## src/rtl/ps2_keys_pkg.sv

```systemverilog
// Shared PS/2 set-2 scancodes and Digger heading encoding for the key decoder.
package ps2_keys_pkg;

    localparam logic [7:0] KEY_W     = 8'h1D;
    localparam logic [7:0] KEY_S     = 8'h1B;
    localparam logic [7:0] KEY_A     = 8'h1C;
    localparam logic [7:0] KEY_D     = 8'h23;
    localparam logic [7:0] KEY_ESC   = 8'h76;
    localparam logic [7:0] KEY_SPACE = 8'h29;
    localparam logic [7:0] KEY_P     = 8'h4D;
    localparam logic [7:0] KEY_ENTER = 8'h5A;

    typedef enum logic [1:0] {
        DIR_UP    = 2'b00,
        DIR_DOWN  = 2'b01,
        DIR_LEFT  = 2'b10,
        DIR_RIGHT = 2'b11
    } dir_t;

    // Only meaningful for the four movement keys; anything else maps to up.
    function automatic dir_t key_dir(input logic [7:0] code);
        dir_t d;
        case (code)
            KEY_S:   d = DIR_DOWN;
            KEY_A:   d = DIR_LEFT;
            KEY_D:   d = DIR_RIGHT;
            default: d = DIR_UP;
        endcase
        return d;
    endfunction

endpackage

```

## src/rtl/ps2_key_decoder_if.sv

```systemverilog
// Key input and game-command outputs between the scancode receiver, the decoder and game logic.
interface ps2_key_decoder_if;

    logic [7:0]         key_code;
    logic               key_sample;
    ps2_keys_pkg::dir_t dir;
    logic               moving;
    logic               step;
    logic               fire;
    logic               paused;
    logic               start;
    logic               key_valid;
    logic [7:0]         last_code;

    modport master (
        output key_code, key_sample,
        input  dir, moving, step, fire, paused, start, key_valid, last_code
    );

    modport slave (
        input  key_code, key_sample,
        output dir, moving, step, fire, paused, start, key_valid, last_code
    );

endinterface

```

## src/rtl/ps2_key_decoder_sync.sv

```systemverilog
// Brings the asynchronous key_sample strobe into the clk domain and flags one event per rising edge.
module ps2_event_sync (
    input  logic       clk,
    input  logic       rst,
    input  logic       key_sample,
    input  logic [7:0] key_code,
    output logic       key_event,
    output logic [7:0] code
);

    logic sync1;
    logic sync2;
    logic sync3;

    always_ff @(posedge clk) begin
        if (rst) begin
            sync1 <= 1'b0;
            sync2 <= 1'b0;
            sync3 <= 1'b0;
        end else begin
            sync1 <= key_sample;
            sync2 <= sync1;
            sync3 <= sync2;
        end
    end

    assign key_event = sync2 & ~sync3;
    // key_code has been stable for at least two clocks by the time key_event fires.
    assign code      = key_code;

endmodule

```

## src/rtl/ps2_key_decoder.sv

```systemverilog
// Decodes captured scancodes into Digger commands and paces movement steps and fire rate.
module ps2_key_decoder
    import ps2_keys_pkg::*;
#(
    parameter int STEP_DIV      = 5000000,
    parameter int FIRE_COOLDOWN = 25000000
) (
    input logic              clk,
    input logic              rst,
    ps2_key_decoder_if.slave bus
);

    localparam int STEP_W = $clog2(STEP_DIV);
    localparam int COOL_W = $clog2(FIRE_COOLDOWN + 1);
    localparam logic [STEP_W-1:0] STEP_RELOAD = STEP_W'(STEP_DIV - 1);
    localparam logic [COOL_W-1:0] COOL_LOAD   = COOL_W'(FIRE_COOLDOWN);

    logic              key_event;
    logic [7:0]        code;
    logic [STEP_W-1:0] step_cnt;
    logic [COOL_W-1:0] cooldown;

    ps2_event_sync u_sync (
        .clk        (clk),
        .rst        (rst),
        .key_sample (bus.key_sample),
        .key_code   (bus.key_code),
        .key_event  (key_event),
        .code       (code)
    );

    always_ff @(posedge clk) begin
        if (rst) begin
            bus.dir       <= DIR_UP;
            bus.moving    <= 1'b0;
            bus.step      <= 1'b0;
            bus.fire      <= 1'b0;
            bus.paused    <= 1'b0;
            bus.start     <= 1'b0;
            bus.key_valid <= 1'b0;
            bus.last_code <= 8'h00;
            step_cnt      <= '0;
            cooldown      <= '0;
        end else begin
            bus.key_valid <= 1'b0;
            bus.step      <= 1'b0;
            bus.fire      <= 1'b0;
            bus.start     <= 1'b0;

            if (cooldown != '0)
                cooldown <= cooldown - COOL_W'(1);

            if (bus.moving && !bus.paused) begin
                if (step_cnt == '0) begin
                    bus.step <= 1'b1;
                    step_cnt <= STEP_RELOAD;
                end else begin
                    step_cnt <= step_cnt - STEP_W'(1);
                end
            end

            // Key handling comes last so a direction key overrides the timer and yields one step.
            if (key_event) begin
                bus.key_valid <= 1'b1;
                bus.last_code <= code;
                case (code)
                    KEY_W, KEY_S, KEY_A, KEY_D: begin
                        bus.dir    <= key_dir(code);
                        bus.moving <= 1'b1;
                        if (!bus.paused) begin
                            bus.step <= 1'b1;
                            step_cnt <= STEP_RELOAD;
                        end
                    end
                    KEY_ESC: bus.moving <= 1'b0;
                    KEY_SPACE: begin
                        if (cooldown == '0 && !bus.paused) begin
                            bus.fire <= 1'b1;
                            cooldown <= COOL_LOAD;
                        end
                    end
                    KEY_P: bus.paused <= ~bus.paused;
                    KEY_ENTER: begin
                        bus.start  <= 1'b1;
                        bus.paused <= 1'b0;
                        bus.moving <= 1'b0;
                        bus.dir    <= DIR_UP;
                        cooldown   <= '0;
                    end
                    default: ;
                endcase
            end
        end
    end

endmodule

```

## src/flat_wrapper.sv

```systemverilog
// flat-port wrapper written by rule: the top's interface ports become plain ports
module ps2_key_decoder_flat import ps2_keys_pkg::*;
#(
    parameter int STEP_DIV      = 5000000,
    parameter int FIRE_COOLDOWN = 25000000
)
  (clk, rst, bus_key_code, bus_key_sample, bus_dir, bus_moving, bus_step, bus_fire, bus_paused, bus_start, bus_key_valid, bus_last_code);
  ps2_key_decoder_if bus_i ();
  input logic clk;
  input logic rst;
  input wire logic [$bits(bus_i.key_code)-1:0] bus_key_code;
  input wire logic [$bits(bus_i.key_sample)-1:0] bus_key_sample;
  output wire logic [$bits(bus_i.dir)-1:0] bus_dir;
  output wire logic [$bits(bus_i.moving)-1:0] bus_moving;
  output wire logic [$bits(bus_i.step)-1:0] bus_step;
  output wire logic [$bits(bus_i.fire)-1:0] bus_fire;
  output wire logic [$bits(bus_i.paused)-1:0] bus_paused;
  output wire logic [$bits(bus_i.start)-1:0] bus_start;
  output wire logic [$bits(bus_i.key_valid)-1:0] bus_key_valid;
  output wire logic [$bits(bus_i.last_code)-1:0] bus_last_code;
  assign bus_i.key_code = bus_key_code;
  assign bus_i.key_sample = bus_key_sample;
  assign bus_dir = bus_i.dir;
  assign bus_moving = bus_i.moving;
  assign bus_step = bus_i.step;
  assign bus_fire = bus_i.fire;
  assign bus_paused = bus_i.paused;
  assign bus_start = bus_i.start;
  assign bus_key_valid = bus_i.key_valid;
  assign bus_last_code = bus_i.last_code;
  ps2_key_decoder #(.STEP_DIV(STEP_DIV), .FIRE_COOLDOWN(FIRE_COOLDOWN)) u_core (.clk(clk), .rst(rst), .bus(bus_i));
endmodule
```

## config.mk

```make
export PLATFORM = sky130hd
export DESIGN_NAME = ps2_key_decoder_flat
export DESIGN_NICKNAME = d
export VERILOG_FILES = /design/src/rtl/ps2_keys_pkg.sv /design/src/rtl/ps2_key_decoder_if.sv /design/src/rtl/ps2_key_decoder_sync.sv /design/src/rtl/ps2_key_decoder.sv /design/src/flat_wrapper.sv
export SDC_FILE = /design/constraint.sdc
export NUM_CORES = 1
export LEC_CHECK = 0
export BUFFER_PORTS_ARGS = -buffer_cell sky130_fd_sc_hd__buf_2
export CAP_MARGIN = 20
export CORE_ASPECT_RATIO = 0.5
export CORE_MARGIN = 2
export CORE_UTILIZATION = 62
export CTS_BUF_LIST = sky130_fd_sc_hd__clkbuf_4
export DETAILED_ROUTE_END_ITERATION = 16
export PLACE_DENSITY = 0.93
export SYNTH_ARGS = -nofsm -noshare
export SYNTH_HDL_FRONTEND = slang
export SYNTH_SLANG_ARGS = --single-unit
```

## constraint.sdc

```tcl
create_clock -name clk -period 3.8 [get_ports clk]
set_clock_uncertainty 0.2 [all_clocks]
set_input_delay 0.76 -clock clk [delete_from_list [all_inputs] [get_ports clk]]
set_output_delay 0.76 -clock clk [all_outputs]
set_load 0.05 [all_outputs]
```

==> flow_metrics.tcl, run 1 <==
set metrics [dict create \
    status "finished clean" \
    syn_nets 431 \
    drt_iter0_drc 319 \
    ys_ff_latch 67 \
    grt_use_total_pct 26.7 \
    slew_headroom_pct 47.5 \
    grt_max_degree 40 \
    cts_tree "done" \
    routed_wl_mm 7.77 \
    path_clk_slew_ns 0.11 \
    p_int_mw 1.38 \
    clock-sinks 67 \
    setup_tns_ns 0 \
    finalSetupViolations 0 \
    drc 0 \
    rows 19 \
    power.density_nw_per_um2 633 \
    yosys.area_share.adder_pct 0.729 \
    startpoint_type "flip-flop" \
    yosysTopAreaCell "dfxtp_1" \
    rsz0062_at_grt "false" \
    synth_compound_area_share_pct 22.1 \
    finalHoldViolCount 0 \
    max_freq_ghz 0.354 \
    grt-ovfl-total 0 \
    dr.pass1.iters 5 \
    via_per_inst 6.29 \
    worst_slew_pin_slew_ns 0.781 \
    yosysWarnings 0 \
    path_cells "or4_1 -> or4_4 -> or4_4 -> a41o_1 -> a21oi_2" \
    port-buffer-count 26 \
    synth_ff_type "dfxtp_1" \
    hold_class "flip-flop to flip-flop" \
    path_class "flip-flop to flip-flop" \
    avgSynthCellArea_um2 8.21 \
    grt_pass1_vias 2864 \
    cts_buffers 9 \
    critPathRequiredTime_ns 3.97 \
    cts_max_level 3 \
    clkPwrFrac_pct 18.8 \
    synthTopCellsByArea "dfxtp_1 (39%), a21oi_1 (5.1%), nand2_1 (4.9%)" \
    cts_setup_buffers 0 \
    cp_num_buf_inv 0 \
    synth_top_area_share_pct 39.1 \
    vias 3244 \
    die_h_um 56.6 \
    async_flop_share_pct 0 \
    crit_top_cell "or4_4" \
    clockBufferDepth 2 \
    ios 27 \
    crit_path_end_kind "flip-flop" \
    clock_latency_ns 0.43 \
    seq_area_frac_synth_pct 39.1 \
    leakagePower_nw 1.40 \
    worst-path-max-fanout 17 \
    synth_edf_count 0 \
    die_w_um 109 \
    synthesis.area_um2 3430 \
    drv_cap 0 \
    synth_xor_area_share_pct 1.28 \
    cp_slowest_stage_delay_ns 0.70 \
    synth_cell_types 61 \
    wl_per_cell_um 15.1 \
    synthSimpleGateAreaFrac_pct 31.6 \
    slowest_stage "or4_4" \
    die_area_um2 6180 \
    area_growth_pct 8.24 \
    final_nets 451 \
    p_sw_share_pct 41.2 \
    slew_violations 0 \
    period_needed_ns 2.83 \
    max-vdd-ir-drop_v 0.000476 \
    dp_cells 500 \
    seqPwrFrac_pct 38.8 \
    fin_cells 516 \
    ant_nets 0 \
    core_area_um2 5420 \
    post-route-period-util_pct 74.4 \
    cts_hold_buf 0 \
    synth_cells 418 \
    critPathTopFamily "simple AND/OR/NAND/NOR gates" \
    pwr-share-comb_pct 42.4 \
    synthMuxAreaShare_pct 0.584 \
    cts-root-buf "clkbuf_4" \
    place_congestion 0.831 \
    synth_top_family_by_area "simple AND/OR/NAND/NOR gates" \
    place_hpwl_mm 5.18 \
    hold_slack_ns 0.252 \
    critPathArrivalTime_ns 3.00 \
    initial_core_util_pct 63.3 \
    switching_power_mw 0.969 \
    grt_antenna_before_repair 0 \
    grt_pass1_wl_mm 13.1 \
    layout-drive-gt1-share_pct 13.1 \
    power_mw 2.35 \
    n_antenna_cell 0 \
    ctsResizeCount 0 \
]
==> cells in the mapped netlist, types with 4 or more instances <==
library cell / instances
nor3_1: 12
clkbuf_1: 18
a31oi_1: 13
inv_1: 12
or4_1: 15
a21oi_1: 35
nor2_1: 28
dfxtp_1: 67
o211ai_1: 5
o21ai_0: 15
nand3_1: 11
or2_2: 9
nand4_1: 9
or3_1: 13
nor3b_1: 4
nand2b_1: 5
nand2_1: 45
o41ai_1: 4
nor2b_1: 8
o31ai_1: 8
nor4_1: 12
nand3b_1: 4
==> power by group through the flow <==
stage | Sequential [mW] | Combinational (mW) | Clock [mW]
floorplan | 0.911 | 0.764 | 0
global route | 0.931 | 1.12 | 0.482
finish | 0.912 | 0.997 | 0.443
global placement | 0.919 | 0.943 | 0
detailed placement | 0.925 | 0.966 | 0
CTS | 0.908 | 0.976 | 0.447
==> final cells by class <==
cell class	instances	area, um^2
Tap cell	73	91.3
Fill cell	417	1710
Clock buffer	9	67.6
Sequential cell	67	1340
Timing Repair Buffer	32	175
Multi-Input combinational cell	315	1930
Clock inverter	7	58.8
Inverter	13	48.8
==> metal layers <==
layer / track usage (%) / vias to the layer above / routed length (um)
li1: - / 1622 / -
met1: 35.7 / 1491 / 3600
met3: 7.43 / 15 / 509
met4: 8.86 / 0 / 112
met2: 41.9 / 116 / 3550
met5: 0 / - / 0
==> through the flow <==
stage                     worst slack, ns  utilization (%)  cell area [um^2]
after detailed placement            0.814             66.2              3590
final                               0.972             68.5              3710
after global routing                0.648             68.5              3710
after floorplan                      1.07                -              3430
after global placement              0.920             66.2              3590
after CTS                           0.991             68.5              3710
==> cells by family (layout without fill, tap and decap cells) <==
| logic type | Yosys count | in the layout |
|---|---|---|
| AOI/OAI and AO/OA | 113 | 113 |
| xor gates and xnor gates | 5 | 5 |
| adders and majority gates | 2 | 2 |
| buffers and inverters | 36 | 61 |
| DFF | 67 | 67 |
| muxes | 2 | 2 |
| and+or+nand+nor | 193 | 193 |
==> registers in the layout (all words and copies together) (netlist names), 2 cells and up <==
register / cells
u_core.bus.dir: 2
u_core.cooldown: 25
u_core.bus.last_code: 8
u_core.step_cnt: 23
==> path summary, 6_finish.rpt <==
path	slack, ns	from	cells past startpoint	end
min reg2reg	0.25	u_core.u_sync.sync1	1	u_core.u_sync.sync2
max reg2reg	0.97	u_core.step_cnt[13]	5	u_core.step_cnt[8]
min	0.25	u_core.u_sync.sync1	1	u_core.u_sync.sync2
max	0.97	u_core.step_cnt[13]	5	u_core.step_cnt[8]
==> worst reg2reg max path, stage by stage, from the launching register on <==
cell and delay [ns]:
dfxtp_1 0.37, or4_1 0.59, or4_4 0.52, or4_4 0.70, a41o_1 0.30, a21oi_2 0.10
==> layout by cell type (no fill, tap or decap), drive strengths merged, types with 3 or more instances in the layout <==
cell | synthesis | layout
or2 | 9 | 9
o31ai | 8 | 8
a211o | 3 | 3
a31oi | 13 | 13
o21ai | 15 | 15
nand3 | 11 | 11
xnor2 | 3 | 3
inv | 12 | 12
nor3b | 4 | 4
o41ai | 4 | 4
nand4 | 9 | 9
nand2b | 5 | 5
or4 | 17 | 17
o21a | 3 | 3
and4 | 3 | 3
nor3 | 12 | 12
buf | 5 | 32
nand2 | 45 | 45
or3 | 13 | 13
nor4 | 13 | 13
nor2 | 28 | 28
a21oi | 36 | 36
o31a | 3 | 3
nor2b | 8 | 8
o211ai | 5 | 5
nand3b | 4 | 4
clkbuf | 18 | 9
a211oi | 3 | 3
clkinv | 1 | 7
dfxtp | 67 | 67
o311ai | 3 | 3
(Power assumes the default switching activity.)
==> run 2: changes to the inputs <==
--- a/config.mk
+++ b/config.mk
@@ -5,6 +5,7 @@
 export SDC_FILE = /design/constraint.sdc
 export NUM_CORES = 1
 export LEC_CHECK = 0
+export ABC_AREA = 1
 export BUFFER_PORTS_ARGS = -buffer_cell sky130_fd_sc_hd__buf_2
 export CAP_MARGIN = 20
 export CORE_ASPECT_RATIO = 0.5
==> constraint.sdc (replaced) <==
create_clock -name clk -period 2.9 [get_ports clk]
set_clock_uncertainty 0.2 [all_clocks]
set_input_delay 0.58 -clock clk [delete_from_list [all_inputs] [get_ports clk]]
set_output_delay 0.58 -clock clk [all_outputs]
set_load 0.05 [all_outputs]
==> flow_metrics.tcl, run 2 <==
set metrics [dict create \
    status "finished clean" \
    vias 3550 \
    placed_area_um2 3830 \
    routed_wl_mm 8.23 \
    syn_nets 561 \
    setup_ws_ns 0.752 \
    mostFrequentLayoutCells "nand2_1 (121), nor2_1 (102), dfxtp_1 (67), inv_1 (48), nand3_1 (35)" \
    cts_hold_buf 0 \
    area_growth_pct 7.45 \
    finalSetupViolations 0 \
    drc 0 \
    critPathRequiredTime_ns 3.02 \
    path_clk_slew_ns 0.12 \
    critPathArrivalTime_ns 2.27 \
    place_hpwl_mm 5.99 \
    synth_cells 548 \
    ant_nets 0 \
    dp_cells 638 \
    avgSynthCellArea_um2 6.68 \
    grt-ovfl-total 0 \
    synth_cell_types 35 \
    clock-sinks 67 \
    ios 27 \
    crit_path_end_kind "flip-flop" \
    cts_setup_buffers 0 \
    port-buffer-count 26 \
    rsz0062_at_grt "false" \
    final_nets 589 \
    slew_headroom_pct 65.0 \
    slowest_stage "dfxtp_1" \
    n_antenna_cell 0 \
    dr.pass1.iters 5 \
    cp_num_buf_inv 2 \
    synth_ff_type "dfxtp_1" \
    die_h_um 58.3 \
    place_congestion 0.916 \
    hold_slack_ns 0.154 \
    grt_pass1_wl_mm 14.0 \
    async_flop_share_pct 0 \
    yosysTopAreaCell "dfxtp_1" \
    grt_pass1_vias 3235 \
    drv_cap 0 \
    path_cells "inv_1 -> ha_1 -> nand3_1 -> nor2_1 -> nand3_1 -> nor2_2 -> nor2_4 -> inv_1 -> nor2_1 -> nor2_1" \
    ys_ff_latch 67 \
    drt_iter0_drc 240 \
    die_area_um2 6570 \
    hold_class "input pin to flip-flop" \
    cts_tree "done" \
    cp_slowest_stage_delay_ns 0.41 \
    yosysWarnings 0 \
    largest_reg_flops 25 \
    grt_antenna_before_repair 0 \
    fin_util_pct 70.4 \
    cts_max_level 3 \
    wl_per_cell_um 12.6 \
    finalHoldViolCount 0 \
    seq_area_frac_synth_pct 36.6 \
    worst_slew_pin_slew_ns 0.521 \
    setup_tns_ns 0 \
    max_freq_ghz 0.466 \
    slew_violations 0 \
    synthesis.area_um2 3660 \
    leakagePower_nw 1.86 \
    dp_slack_ns 0.613 \
    synthTopCellsByArea "dfxtp_1 (37%), nand2_1 (12%), nor2_1 (10%)" \
    fin_area_um2 3930 \
    synth_edf_count 0 \
    cp.depth 10 \
    power.density_nw_per_um2 871 \
    fin_cells 653 \
    clock_latency_ns 0.43 \
    via_per_inst 5.44 \
    cts-root-buf "clkbuf_4" \
    yosysMostFrequentCell "nand2_1" \
    r2r_cells 10 \
    max-vdd-ir-drop_v 0.000811 \
    post-route-period-util_pct 74.1 \
    crit_top_cell "nor2_1" \
    path_class "flip-flop to flip-flop" \
    initial_core_util_pct 65.5 \
    synth_top_area_share_pct 36.6 \
    grt_max_degree 27 \
    fillers 448 \
    cts_buffers 9 \
    rows 19 \
    synth_commonest_cells "nand2_1 (121), nor2_1 (102), dfxtp_1 (67)" \
    ctsResizeCount 0 \
    clockBufferDepth 2 \
    startpoint_type "flip-flop" \
    period_needed_ns 2.15 \
    regMostFlops "u_core.cooldown" \
    layout_commonest_cell "nand2_1" \
    power_mw 3.42 \
    layout_top_registers "u_core.cooldown: 25 flops, u_core.step_cnt: 23 flops, u_core.bus.last_code: 8 flops" \
    critPathTopFamily "simple AND/OR/NAND/NOR gates" \
    worst-path-max-fanout 18 \
    hold_depth 3 \
    core_area_um2 5590 \
    die_w_um 113 \
    layout-drive-gt1-share_pct 15.7 \
    grt_use_total_pct 26.8 \
]
[run 2: changes by cell type after synthesis, moves of 11 or more]
cell      previous run  this run
inv_1               12        48
nor2_2               0        14
nor2_1              28       102
a31oi_1             13         2
or3_1               13         0
or4_1               15         0
clkbuf_1            18         4
nor4_1              12         1
nand2_1             45       121
xor2_1               2        22
nand3_1             11        35
inv_2                0        13
[run 2: cell families after synthesis]
| group | count (synthesis) | synth area share, % |
|---|---|---|
| flops | 67 | 36.6 |
| xor+xnor | 28 | 6.70 |
| buf+inv | 73 | 8.24 |
| simple gates | 313 | 38.0 |
| fa+ha+maj | 2 | 0.684 |
| compound gates | 65 | 9.74 |
[run 2: layer usage]
metal	vias up	GRT usage (%)	wire, um
li1	1803	-	-
met1	1591	32.7	3630
met2	135	45.5	3820
met3	21	8.44	626
met4	0	10.6	161
met5	-	0	0
[run 2: cell type report]
| type | count | area [um^2] | area share (%) |
|---|---|---|---|
| Timing Repair Buffer | 29 | 153 | 3.88 |
| Sequential cell | 67 | 1340 | 34.1 |
| Multi-Input combinational cell | 408 | 2020 | 51.3 |
| Inverter | 61 | 229 | 5.82 |
| Clock buffer | 11 | 82.6 | 2.10 |
| Clock inverter | 4 | 18.8 | 0.477 |
| Tap cell | 73 | 91.3 | 2.32 |
[run 2: power breakdown]
group	internal (mW)	leakage (nW)	switching, mW	total [mW]
Combinational	0.586	1.25	1.12	1.71
Sequential	1.08	0.544	0.133	1.21
Clock	0.184	0.0639	0.323	0.507
Total	1.85	1.86	1.58	3.42
[run 2: worst reg2reg max path, cell delays in order (launching register included)]
cell,delay [ns]
dfxtp_1,0.41
inv_1,0.08
ha_1,0.23
nand3_1,0.14
nor2_1,0.07
nand3_1,0.09
nor2_2,0.06
nor2_4,0.38
inv_1,0.19
nor2_1,0.12
nor2_1,0.06
[run 2: final timing paths]
path / from / end / slack, ns
worst max-delay path: u_core.step_cnt[0] / u_core.step_cnt[9] / 0.75
worst min-delay path: bus_key_sample / u_core.u_sync.sync1 / 0.15
worst max register to register: u_core.step_cnt[0] / u_core.step_cnt[9] / 0.75
worst min register to register: u_core.u_sync.sync1 / u_core.u_sync.sync2 / 0.21
==> run 3: changes to the inputs <==
==> constraint.sdc (replaced) <==
create_clock -name clk -period 2.1 [get_ports clk]
set_clock_uncertainty 0.2 [all_clocks]
set_input_delay 0.42 -clock clk [delete_from_list [all_inputs] [get_ports clk]]
set_output_delay 0.42 -clock clk [all_outputs]
set_load 0.05 [all_outputs]
==> flow_metrics.tcl, run 3 (synthesized netlist as in run 2, its figures left out) <==
set metrics [dict create \
    cp_slowest_stage_delay_ns 0.35 \
    grt_max_degree 27 \
    setup_ws_ns 0.213 \
    crit_path_end_kind "flip-flop" \
    power_mw 4.83 \
    cts_buffers 9 \
    cts_max_level 3 \
    place_hpwl_mm 6.02 \
    leakagePower_nw 1.90 \
    initial_core_util_pct 65.5 \
    clock_latency_ns 0.42 \
    setup_tns_ns 0 \
    wl_per_cell_um 12.5 \
    mostFrequentLayoutCells "nand2_1 (121), nor2_1 (102), dfxtp_1 (67), inv_1 (47), nand3_1 (35)" \
    grt_pass1_vias 3232 \
    seqPwrFrac_pct 34.6 \
    n_antenna_cell 0 \
    ant_nets 0 \
    p_int_mw 2.66 \
    clockBufferDepth 2 \
    period_needed_ns 1.89 \
    startpoint_type "flip-flop" \
    layout_commonest_cell "nand2_1" \
    slew_headroom_pct 62.9 \
    grtUsageMet3_pct 7.93 \
    status "finished clean" \
    drt_iter0_drc 279 \
    clkPwrFrac_pct 16.2 \
    slowest_stage "dfxtp_1" \
    core_area_um2 5590 \
    ios 27 \
    max_freq_ghz 0.530 \
    drv_cap 0 \
    path_clk_slew_ns 0.10 \
    cts_tree "done" \
    post-route-period-util_pct 89.9 \
    via_per_inst 5.40 \
    path_cells "inv_2 -> ha_4 -> nand2_1 -> nor2_1 -> nand2_1 -> inv_2 -> nand2_4 -> nor3_2 -> nand2_2 -> a21oi_1" \
    regMostFlops "u_core.cooldown" \
    slew_violations 0 \
    grt_pass1_wl_mm 14.0 \
    clock-sinks 67 \
    dp_slack_ns 0.0681 \
    layout_top_registers "u_core.cooldown: 25 flops, u_core.step_cnt: 23 flops, u_core.bus.last_code: 8 flops" \
    largest_reg_flops 25 \
    die_area_um2 6570 \
    hold_start "bus_key_code[6]" \
    area_growth_pct 9.98 \
    cts_setup_buffers 0 \
    critPathLaunch "u_core.cooldown[0]" \
    routed_wl_mm 8.22 \
    port-buffer-count 26 \
    die_h_um 58.3 \
    r2r-start "u_core.cooldown[0]" \
    drc 0 \
    place_congestion 1.03 \
    worst_slew_pin_slew_ns 0.553 \
    critPathRequiredTime_ns 2.25 \
    p_sw_share_pct 45.0 \
    hold_class "input pin to flip-flop" \
    met1_usage_pct 32.9 \
    grtUsageMet2_pct 45.3 \
    finalHoldViolCount 0 \
    grt_use_total_pct 27.0 \
    pwr-share-comb_pct 49.2 \
    grt_antenna_before_repair 0 \
    path_class "flip-flop to flip-flop" \
    cts-root-buf "clkbuf_4" \
    final_nets 596 \
    power.density_nw_per_um2 1200 \
    die_w_um 113 \
    switching_power_mw 2.17 \
    worst-path-max-fanout 9 \
    max-vdd-ir-drop_v 0.00131 \
    r2r_slack_ns 0.21 \
    grt-busiest-layer "met2" \
    dr.pass1.iters 5 \
    grt-ovfl-total 0 \
    critPathArrivalTime_ns 2.04 \
    rsz0062_at_grt "false" \
    layout-drive-gt1-share_pct 16.4 \
    vias 3557 \
    rows 19 \
    finalSetupViolations 0 \
]
[run 3: worst max-delay path, delay by kind of cell, from the launching register on]
family / cells / cell delay [ns]
simple gates: 6 / 0.73
flops: 1 / 0.35
buf+inv: 2 / 0.20
compound gates: 1 / 0.18
fa+ha+maj: 1 / 0.17
[run 3: power groups by stage]
stage / sequential (mW) / clock [mW] / combinational (mW)
floorplan: 1.68 / 0 / 1.90
global placement: 1.69 / 0 / 2.23
detailed placement: 1.69 / 0 / 2.30
CTS: 1.66 / 0.792 / 2.32
global route: 1.69 / 0.849 / 2.70
finish: 1.67 / 0.780 / 2.38
[run 3: repair_timing]
item	in CTS	in global routing
hold buffers	1	0
endpoints found under the hold margin	1	0
setup endpoints to repair	0	9
gates resized for setup	0	3
[run 3: worst paths after layout]
check	end	depth (start not counted)
max	u_core.cooldown[11]	10
min	u_core.bus.last_code[6]	3
max reg2reg	u_core.cooldown[11]	10
min reg2reg	u_core.u_sync.sync2	2
[run 3: through the flow]
step	cells	utilization, %	hold slack (ns)	area [um^2]
floorplan	548	-	0.188	3660
global route	659	72.0	0.0560	4030
detailed placement	644	69.6	0.210	3890
global placement	644	69.6	0.195	3890
CTS	659	71.8	0.0321	4010
finish	659	72.0	0.0550	4030
[run 3: area by class of cell]
| type | instances | area (um^2) |
|---|---|---|
| Multi-Input combinational cell | 408 | 2030 |
| Inverter | 61 | 229 |
| Fill cell | 436 | 1560 |
| Timing Repair Buffer | 36 | 220 |
| Clock inverter | 5 | 46.3 |
| Sequential cell | 67 | 1340 |
| Clock buffer | 9 | 67.6 |
| Tap cell | 73 | 91.3 |
[run 3: metal layers]
metal / vias to the layer above / routed length [um]
li1: 1814 / -
met5: - / 0
met1: 1603 / 3640
met3: 15 / 523
met4: 0 / 153
met2: 125 / 3900
